### src/rtl/hack_pkg.sv
// Shared definitions for the Hack control unit: FSM state encoding, instruction
// field positions and the helpers used to pick an instruction word apart.
package hack_pkg;

   typedef enum logic [2:0] {
      ST_IDLE   = 3'd0,
      ST_FETCH  = 3'd1,
      ST_DECODE = 3'd2,
      ST_MEMRD  = 3'd3,
      ST_EXEC   = 3'd4
   } state_t;

   localparam int IR_W       = 16;
   localparam int IR_CBIT    = 15;
   localparam int IR_ABIT    = 12;
   localparam int IR_COMP_HI = 11;
   localparam int IR_COMP_LO = 6;
   localparam int IR_DEST_A  = 5;
   localparam int IR_DEST_D  = 4;
   localparam int IR_DEST_M  = 3;
   localparam int IR_JUMP_HI = 2;
   localparam int IR_JUMP_LO = 0;

   // Bit positions inside the 3-bit jump field.
   localparam int JMP_LT = 2;
   localparam int JMP_EQ = 1;
   localparam int JMP_GT = 0;

   function automatic logic is_c_instr(input logic [IR_W-1:0] instr);
      return instr[IR_CBIT];
   endfunction

   function automatic logic uses_m(input logic [IR_W-1:0] instr);
      return instr[IR_CBIT] & instr[IR_ABIT];
   endfunction

endpackage

### src/rtl/hack_ctrl_fsm_if.sv
// Bus bundle between the Hack control unit and its ROM, ALU and register datapath.
// master = control unit, slave = datapath/memory side.
interface hack_ctrl_fsm_if;

   logic        rom_req;
   logic        rom_valid;
   logic [15:0] rom_data;

   logic        alu_zx;
   logic        alu_nx;
   logic        alu_zy;
   logic        alu_ny;
   logic        alu_f;
   logic        alu_no;
   logic        alu_sel_am;
   logic        alu_zr;
   logic        alu_ng;

   logic        a_load;
   logic        a_sel_instr;
   logic        d_load;
   logic        m_write;
   logic        ram_rd;
   logic        pc_load;
   logic        pc_inc;

   modport master (
      output rom_req,
      input  rom_valid,
      input  rom_data,
      output alu_zx, alu_nx, alu_zy, alu_ny, alu_f, alu_no, alu_sel_am,
      input  alu_zr, alu_ng,
      output a_load, a_sel_instr, d_load, m_write, ram_rd, pc_load, pc_inc
   );

   modport slave (
      input  rom_req,
      output rom_valid,
      output rom_data,
      input  alu_zx, alu_nx, alu_zy, alu_ny, alu_f, alu_no, alu_sel_am,
      output alu_zr, alu_ng,
      input  a_load, a_sel_instr, d_load, m_write, ram_rd, pc_load, pc_inc
   );

endinterface

### src/rtl/hack_jump_unit.sv
// Combinational jump resolver: decides from the jump field and the ALU flags
// whether the PC should be loaded from A.
module hack_jump_unit
   import hack_pkg::*;
(
   input  logic [2:0] jump,
   input  logic       zr,
   input  logic       ng,
   output logic       taken
);

   // A strictly positive result is the only case with both flags clear.
   assign taken = (jump[JMP_LT] & ng)
                | (jump[JMP_EQ] & zr)
                | (jump[JMP_GT] & ~ng & ~zr);

endmodule

### src/rtl/hack_ctrl_fsm.sv
// Multi-cycle Hack control unit: fetches one instruction per ROM handshake,
// drives the ALU control bits and issues A/D/M/PC register controls.
module hack_ctrl_fsm
   import hack_pkg::*;
#(
   parameter int RAM_LAT = 1
)
(
   input  logic           clk,
   input  logic           rst,
   input  logic           run,
   output logic           busy,
   hack_ctrl_fsm_if.master bus
);

   localparam int CNT_W = $clog2(RAM_LAT + 1);

   state_t            state;
   state_t            next_state;
   logic [IR_W-1:0]   ir;
   logic [CNT_W-1:0]  wait_cnt;
   logic              jump_taken;
   logic              unused_ir_bits;

   // The two bits between the C marker and the a-bit carry no meaning.
   assign unused_ir_bits = ^ir[IR_CBIT-1:IR_ABIT+1];

   hack_jump_unit u_jump (
      .jump  (ir[IR_JUMP_HI:IR_JUMP_LO]),
      .zr    (bus.alu_zr),
      .ng    (bus.alu_ng),
      .taken (jump_taken)
   );

   always_ff @(posedge clk or posedge rst) begin
      if (rst) begin
         state <= ST_IDLE;
      end else begin
         state <= next_state;
      end
   end

   // The instruction register only listens to the ROM while a fetch is pending.
   always_ff @(posedge clk or posedge rst) begin
      if (rst) begin
         ir       <= '0;
         wait_cnt <= '0;
      end else begin
         if (state == ST_FETCH && bus.rom_valid) begin
            ir <= bus.rom_data;
         end
         if (state == ST_DECODE) begin
            wait_cnt <= CNT_W'(RAM_LAT - 1);
         end else if (state == ST_MEMRD && wait_cnt != '0) begin
            wait_cnt <= wait_cnt - 1'b1;
         end
      end
   end

   always_comb begin
      next_state = state;
      case (state)
         ST_IDLE: begin
            if (run) next_state = ST_FETCH;
         end
         ST_FETCH: begin
            if (bus.rom_valid) next_state = ST_DECODE;
         end
         ST_DECODE: begin
            if (!is_c_instr(ir)) begin
               next_state = run ? ST_FETCH : ST_IDLE;
            end else if (uses_m(ir)) begin
               next_state = ST_MEMRD;
            end else begin
               next_state = ST_EXEC;
            end
         end
         // Counter was preloaded with RAM_LAT-1, so reaching zero ends the wait.
         ST_MEMRD: begin
            if (wait_cnt == '0) next_state = ST_EXEC;
         end
         ST_EXEC: begin
            next_state = run ? ST_FETCH : ST_IDLE;
         end
         default: next_state = ST_IDLE;
      endcase
   end

   always_comb begin
      busy            = (state != ST_IDLE);
      bus.rom_req     = 1'b0;
      bus.alu_sel_am  = 1'b0;
      bus.a_load      = 1'b0;
      bus.a_sel_instr = 1'b0;
      bus.d_load      = 1'b0;
      bus.m_write     = 1'b0;
      bus.ram_rd      = 1'b0;
      bus.pc_load     = 1'b0;
      bus.pc_inc      = 1'b0;
      {bus.alu_zx, bus.alu_nx, bus.alu_zy,
       bus.alu_ny, bus.alu_f,  bus.alu_no} = ir[IR_COMP_HI:IR_COMP_LO];

      case (state)
         ST_FETCH: begin
            bus.rom_req = 1'b1;
         end
         ST_DECODE: begin
            if (!is_c_instr(ir)) begin
               bus.a_load      = 1'b1;
               bus.a_sel_instr = 1'b1;
               bus.pc_inc      = 1'b1;
            end
         end
         ST_MEMRD: begin
            bus.ram_rd     = 1'b1;
            bus.alu_sel_am = ir[IR_ABIT];
         end
         ST_EXEC: begin
            bus.alu_sel_am = ir[IR_ABIT];
            bus.a_load     = ir[IR_DEST_A];
            bus.d_load     = ir[IR_DEST_D];
            bus.m_write    = ir[IR_DEST_M];
            bus.pc_load    = jump_taken;
            bus.pc_inc     = ~jump_taken;
         end
         default: begin
         end
      endcase
   end

endmodule

### src/flat_wrapper.sv
// flat-port wrapper written by rule: the top's interface ports become plain ports
module hack_ctrl_fsm_flat import hack_pkg::*;
#(
   parameter int RAM_LAT = 1
)
  (clk, rst, run, busy, bus_rom_req, bus_rom_valid, bus_rom_data, bus_alu_zx, bus_alu_nx, bus_alu_zy, bus_alu_ny, bus_alu_f, bus_alu_no, bus_alu_sel_am, bus_alu_zr, bus_alu_ng, bus_a_load, bus_a_sel_instr, bus_d_load, bus_m_write, bus_ram_rd, bus_pc_load, bus_pc_inc);
  hack_ctrl_fsm_if bus_i ();
  input  logic clk;
  input  logic rst;
  input  logic run;
  output logic busy;
  output wire logic [$bits(bus_i.rom_req)-1:0] bus_rom_req;
  input wire logic [$bits(bus_i.rom_valid)-1:0] bus_rom_valid;
  input wire logic [$bits(bus_i.rom_data)-1:0] bus_rom_data;
  output wire logic [$bits(bus_i.alu_zx)-1:0] bus_alu_zx;
  output wire logic [$bits(bus_i.alu_nx)-1:0] bus_alu_nx;
  output wire logic [$bits(bus_i.alu_zy)-1:0] bus_alu_zy;
  output wire logic [$bits(bus_i.alu_ny)-1:0] bus_alu_ny;
  output wire logic [$bits(bus_i.alu_f)-1:0] bus_alu_f;
  output wire logic [$bits(bus_i.alu_no)-1:0] bus_alu_no;
  output wire logic [$bits(bus_i.alu_sel_am)-1:0] bus_alu_sel_am;
  input wire logic [$bits(bus_i.alu_zr)-1:0] bus_alu_zr;
  input wire logic [$bits(bus_i.alu_ng)-1:0] bus_alu_ng;
  output wire logic [$bits(bus_i.a_load)-1:0] bus_a_load;
  output wire logic [$bits(bus_i.a_sel_instr)-1:0] bus_a_sel_instr;
  output wire logic [$bits(bus_i.d_load)-1:0] bus_d_load;
  output wire logic [$bits(bus_i.m_write)-1:0] bus_m_write;
  output wire logic [$bits(bus_i.ram_rd)-1:0] bus_ram_rd;
  output wire logic [$bits(bus_i.pc_load)-1:0] bus_pc_load;
  output wire logic [$bits(bus_i.pc_inc)-1:0] bus_pc_inc;
  assign bus_rom_req = bus_i.rom_req;
  assign bus_i.rom_valid = bus_rom_valid;
  assign bus_i.rom_data = bus_rom_data;
  assign bus_alu_zx = bus_i.alu_zx;
  assign bus_alu_nx = bus_i.alu_nx;
  assign bus_alu_zy = bus_i.alu_zy;
  assign bus_alu_ny = bus_i.alu_ny;
  assign bus_alu_f = bus_i.alu_f;
  assign bus_alu_no = bus_i.alu_no;
  assign bus_alu_sel_am = bus_i.alu_sel_am;
  assign bus_i.alu_zr = bus_alu_zr;
  assign bus_i.alu_ng = bus_alu_ng;
  assign bus_a_load = bus_i.a_load;
  assign bus_a_sel_instr = bus_i.a_sel_instr;
  assign bus_d_load = bus_i.d_load;
  assign bus_m_write = bus_i.m_write;
  assign bus_ram_rd = bus_i.ram_rd;
  assign bus_pc_load = bus_i.pc_load;
  assign bus_pc_inc = bus_i.pc_inc;
  hack_ctrl_fsm #(.RAM_LAT(RAM_LAT)) u_core (.clk(clk), .rst(rst), .run(run), .busy(busy), .bus(bus_i));
endmodule
### config.mk
export PLATFORM = sky130hd
export DESIGN_NAME = hack_ctrl_fsm_flat
export DESIGN_NICKNAME = d
export VERILOG_FILES = /design/src/rtl/hack_pkg.sv /design/src/rtl/hack_ctrl_fsm_if.sv /design/src/rtl/hack_jump_unit.sv /design/src/rtl/hack_ctrl_fsm.sv /design/src/flat_wrapper.sv
export SDC_FILE = /design/constraint.sdc
export NUM_CORES = 1
export LEC_CHECK = 0
export CELL_PAD_IN_SITES_DETAIL_PLACEMENT = 0
export CELL_PAD_IN_SITES_GLOBAL_PLACEMENT = 2
export CORE_MARGIN = 4
export CORE_UTILIZATION = 26
export DETAILED_ROUTE_END_ITERATION = 10
export PLACE_DENSITY = 0.89
export REMOVE_ABC_BUFFERS = 1
export SLEW_MARGIN = 20
export SYNTH_ARGS = -nofsm -noshare
export SYNTH_HDL_FRONTEND = slang
export SYNTH_SLANG_ARGS = --single-unit
### constraint.sdc
create_clock -name clk -period 1.5 [get_ports clk]
set_input_delay 0.15 -clock clk [delete_from_list [all_inputs] [get_ports clk]]
set_output_delay 0.15 -clock clk [all_outputs]
set_load 0.02 [all_outputs]
# [Yosys cells after proc, flatten, opt, wreduce, memory -nomap -nowiden]
# Index checks and enable logic that the tools add are counted.
[word_totals] reg_bits=20 latchBits=0 ram_bits=0 rom_bits=0 input_bits=22 out_inout_bits=16 memories=0
[classes] n_addsub=1 mul=0 div_mod_pow=0 order_cmp=0 eq_ne=7 shift=0 mux=19 bitwise=10 n_reduce_logical=7
[ops] cell="two-way mux 3 bit" count=5
[ops] cell="one-hot mux 3 bit (5 select lines)" count=1
[ops] cell="two-way mux 1 bit" count=11
[ops] cell="equality test 3 x 2 -> 1 bit (second input constant)" count=2
[ops] cell="inequality test 2 bit (second input constant)" count=3
[ops] cell="bitwise AND 1 bit" count=5
[ops] cell="one-hot mux 1 bit (2 select lines)" count=2
[ops] cell="equality test 3 x 1 -> 1 bit (second input constant)" count=1
[ops] cell="equality test 3 bit (second input constant)" count=1
[ops] cell="zero test 3 bit" count=1
[ops] cell="inverter 1 bit" count=3
[ops] cell="AND reduction 3 bit" count=1
[ops] cell="nonzero test 3 bit" count=1
[ops] cell="logical AND 1 bit" count=2
[ops] cell="bitwise OR 1 bit" count=2
[ops] cell="nonzero test 2 bit" count=1
[ops] cell="OR reduction 2 bit" count=1
[ops] cell="subtractor 1 bit (second input constant)" count=1

# [Logic depth before layout (Yosys ltp)]
[depth] ltp_word=6 ltp_mapped=5

# [Hierarchy]
# From an unflattened synthesis, not the netlist that was laid out.
[unflattened] hier_cells=72 hier_area_um2=910.9
[by_module_without_submodules] mod="hack_ctrl_fsm" instances=1 cells_each=70 area_per_inst_um2=893.4 seq_area_each_um2=450.4
[by_module_without_submodules] mod="hack_jump_unit" instances=1 cells_each=2 area_per_inst_um2=17.5 seq_area_each_um2=0.0

# [Least setup slack after synthesis]
# Ideal clock, no wire load.
[synth_timing] path_type="reg-to-output" from="register u_core.state[0]" to="output port bus_pc_inc" t_arrival_ns=1.729 slack_ns=-0.379 stages_incl_launch_ff=4 cell_sequence="dfrtp_1 -> clkbuf_1 -> nor4b_1 -> o21bai_1"
[synth_between] elab_chain_len=2
[synth_lines] element="from (decl)" line="hack_ctrl_fsm.sv:18" source="state_t state;"
[synth_lines] element="from (signal assigned)" line="hack_ctrl_fsm.sv:39" source="state <= next_state;"
[synth_lines] element="equality test 3 bit or equality test 3 x 2 -> 1 bit (tied branches)" line="hack_ctrl_fsm.sv:103" source="case (state)"
[synth_lines] element="one-hot mux 1 bit (2 select lines) (*)" line="hack_ctrl_fsm.sv:103"
[synth_lines] element="to (decl)" line="flat_wrapper.sv:30" source="output wire logic [$bits(bus_i.pc_inc)-1:0] bus_pc_inc;"
# Mark *: on every way between the ends. The rest lies on a longest branch, timed or not.

# [Worst setup path after layout]
[layout_timing] from="register u_core.state[2]" to="register u_core.ir[3]"
[layout_between] elab_chain_len=2
[layout_lines] element="equality test 3 x 1 -> 1 bit" line="hack_ctrl_fsm.sv:49" source="if (state == ST_FETCH && bus.rom_valid) begin"
[layout_lines] element="logical AND 1 bit" line="hack_ctrl_fsm.sv:49"
[layout_lines] element="to (signal assigned)" line="hack_ctrl_fsm.sv:50" source="ir <= bus.rom_data;"
[layout_lines] element="to (decl)" line="hack_ctrl_fsm.sv:20" source="logic [IR_W-1:0] ir;"
# Every way passes these cells.
# A chain may end at the register's enable or synchronous reset.

==> results.cfg <==
[yosys]
post-synth-top-area-fraction = 0.488
synth_area_leader_cell = sky130_fd_sc_hd__dfrtp_1
ys.warnings.count = 0
synth.cells.most_frequent = sky130_fd_sc_hd__dfrtp_1, sky130_fd_sc_hd__mux2_4
synth_seq_cells = 18
syn_avg_cell_area_um2 = 12.3
synthArstFlopShare = 1.00
post_synth_num_cell_types = 29
postSynthCellCount = 75
post-synth-top-count-cell = sky130_fd_sc_hd__dfrtp_1
syn_std_cell_area_um2 = 922
dominantRegCellSynth = sky130_fd_sc_hd__dfrtp_1
synth_top_cells_by_area = sky130_fd_sc_hd__dfrtp_1, sky130_fd_sc_hd__mux2_4, sky130_fd_sc_hd__mux2_2
synth-edff-count = 0
post_synthesis_sequential_area_ratio = 0.488

[worst_setup_path]
regToRegEndpoint = u_core.ir[3]
critPathTopFamily = simple AND/OR/NAND/NOR gates
slowest_stage_cell_cp = sky130_fd_sc_hd__dfrtp_1
critical_path.n_buffers_inverters = 2
cp_data_required_time_ns = 1.68
crit_path_cell_trace = buf_6 -> buf_6 -> nor3b_4 -> and2_4 -> mux2_4
worst_r2r_path_depth = 5
regToRegSetupSlack_ns = -0.12
crit_top_cell = sky130_fd_sc_hd__buf_6
critical_path.max_fanout = 7
worst_path_largest_cell_delay_ns = 0.43
worst_r2r_startpoint = u_core.state[2]
setup.worst_path.end_class = flop
critPathKind = flop to flop
timing.critical_path.from_type = flop
worst_ep_arrival_time_ns = 1.80

[power_and_ir_drop]
ir_worst_vdd_uv = 1150
static_power_due_to_leakage_nw = 0.702
pwr_density_nw_per_um2 = 2020

[grt]
maximum_number_of_pins_on_one_net_before_global_route_repair = 19
initial_antenna_violation_count = 0
first_global_vias = 814
grt_first_pass_wirelength_um = 3420
gr-total-overflow = 0
globalRouteTotalUtil = 0.0989

[clocking]
cts-root-to-sink-buffers = 2
cts_made_buffers = 3
cts.reportedPaths.clkPinSlew_ns = 0.10
cts_sinks = 18
tritoncts_clock_tree = built
htreeDepth = 1
cts_hold_buf = 0
worst_skew_pair.late_latency_ns = 0.29
clockRootBuffer = sky130_fd_sc_hd__clkbuf_4

[timing]
post-route-worst-setup-slack_ns = -0.118
worst_hold_slack_ns = 0.159
slew_headroom = 0.846
timing.final.crit_share = 1.08
timing.final.hold_violations = 0
drv_slew = 0
timing.fmax_ghz = 0.618
timing.final.crit_period_ns = 1.62
setup_violations = 19
worst-slew-pin-transition_ns = 0.231
rsz0062_at_grt = true
skew_ns = 0.00379
setup_tns_final_ns = -1.78

[worst_hold_path]
hold_path.class = input port to asynchronous set/reset pin

[placement]
io_buffers = 35
globalplace.congestion = 0.743
detailed_place_hpwl_um = 1580

[die]
placement_rows = 21
core_um2 = 3390
die_y_um = 67.6
io-pin-count = 38
die_w_um = 67.6
dieArea_um2 = 4560
floorplan.initialDensity = 0.272

[finish]
antenna_cells = 0
postLayoutCoreUtil = 0.452
fillerInstances = 310
area_growth_pct = 66.2
num-nets-final = 150
layout-drive-gt1-share = 0.449

[detailed_routing]
postRouteAntennaNets = 0
first_pass_iters = 4
first_iter_violations = 23
drt-wirelength-per-cell_um = 12.5
finalWirelength_um = 2160
vias_per_cell = 4.41
via_count = 763
drcViolationCount = 0

[flow_run]
max_cap_viol_count = 0

[status]
outcome = finished, violations left
violations = negative setup slack
-- report_power, final --
part,leakage (nW),internal (mW),switching (mW),total [mW]
clock network,0.0210,0.148,0.145,0.293
logic,0.464,1.15,0.760,1.91
registers,0.217,0.719,0.176,0.894
-- final cells by class --
type | count | area, um2 | area share
clock buffers | 4 | 36.3 | 0.0237
inverters | 1 | 3.75 | 0.00245
multi-input cells | 52 | 493 | 0.322
flip-flops and latches | 18 | 452 | 0.295
well taps | 46 | 57.6 | 0.0376
repair buffers | 52 | 490 | 0.320
-- routing by layer --
metal | global-route usage | part of all wire
met1 | 0.124 | 0.44
met2 | 0.157 | 0.46
met3 | 0.0316 | 0.091
met4 | 0.0380 | 0.0074
met5 | 0 | 0
-- metrics by stage --
stage          power [mW]  area [um2]  cells  setup WS, ns
2_1_floorplan        1.76         878     70        -0.296
3_3_place_gp         2.53        1410    167        -0.362
3_5_place_dp         2.56        1410    167        -0.386
4_1_cts              2.99        1490    173        -0.124
5_1_grt              3.29        1530    173        -0.157
6_report             3.09        1530    173        -0.118
-- layout by cell type (no fill, tap or decap), types with 2 or more instances in the layout --
| cell type | count |
|---|---|
| sky130_fd_sc_hd__nor2_2 | 2 |
| sky130_fd_sc_hd__buf_2 | 3 |
| sky130_fd_sc_hd__nor2_1 | 2 |
| sky130_fd_sc_hd__and2_4 | 5 |
| sky130_fd_sc_hd__o21ai_0 | 2 |
| sky130_fd_sc_hd__nand2b_1 | 3 |
| sky130_fd_sc_hd__and3_1 | 2 |
| sky130_fd_sc_hd__dfrtp_1 | 17 |
| sky130_fd_sc_hd__nand2_1 | 4 |
| sky130_fd_sc_hd__clkbuf_4 | 3 |
| sky130_fd_sc_hd__clkdlybuf4s50_1 | 25 |
| sky130_fd_sc_hd__buf_4 | 12 |
| sky130_fd_sc_hd__a21oi_1 | 2 |
| sky130_fd_sc_hd__buf_6 | 12 |
| sky130_fd_sc_hd__mux2_4 | 14 |
-- state kept, by name, indices dropped and copies added (netlist names) --
signal and count:
u_core.wait_cnt 1, u_core.state 3, u_core.ir 14
-- worst max-delay path by stage --
| stage | start | to | cells after the start |
|---|---|---|---|
| final | u_core.state[2] | u_core.ir[3] | 5 |
| after global routing | u_core.state[2] | u_core.ir[2] | 5 |
| after floorplan | u_core.state[0] | bus_pc_inc | 2 |
| after CTS | u_core.state[2] | u_core.ir[3] | 5 |
| after global placement | bus_alu_zr | bus_pc_inc | 5 |
| after detailed placement | bus_alu_zr | bus_pc_inc | 5 |
-- cells by family (layout without fill, tap and decap cells) --
logic type,after synthesis,count (layout),share of synthesized area
and+or+nand+nor,27,28,0.174
DFF,18,18,0.488
muxes,14,14,0.212
AOI/OAI and AO/OA,10,10,0.0746
buffers and inverters,6,57,0.0516
-- timing repair --
action | 4_1_cts | 5_1_grt
gates cloned | 1 | 0
setup buffers | 1 | 0
endpoints found under the setup margin | 24 | 22
pin swaps | 6 | 6
gates resized for setup | 64 | 12
-- worst register-to-register path: cells and delay by family, from the launching register on --
| kind | cells | cell delay (ns) |
|---|---|---|
| buffers and inverters | 2 | 0.25 |
| DFF | 1 | 0.43 |
| muxes | 1 | 0.32 |
| and+or+nand+nor | 2 | 0.51 |
Note: power is estimated with default switching activity, not from simulation.
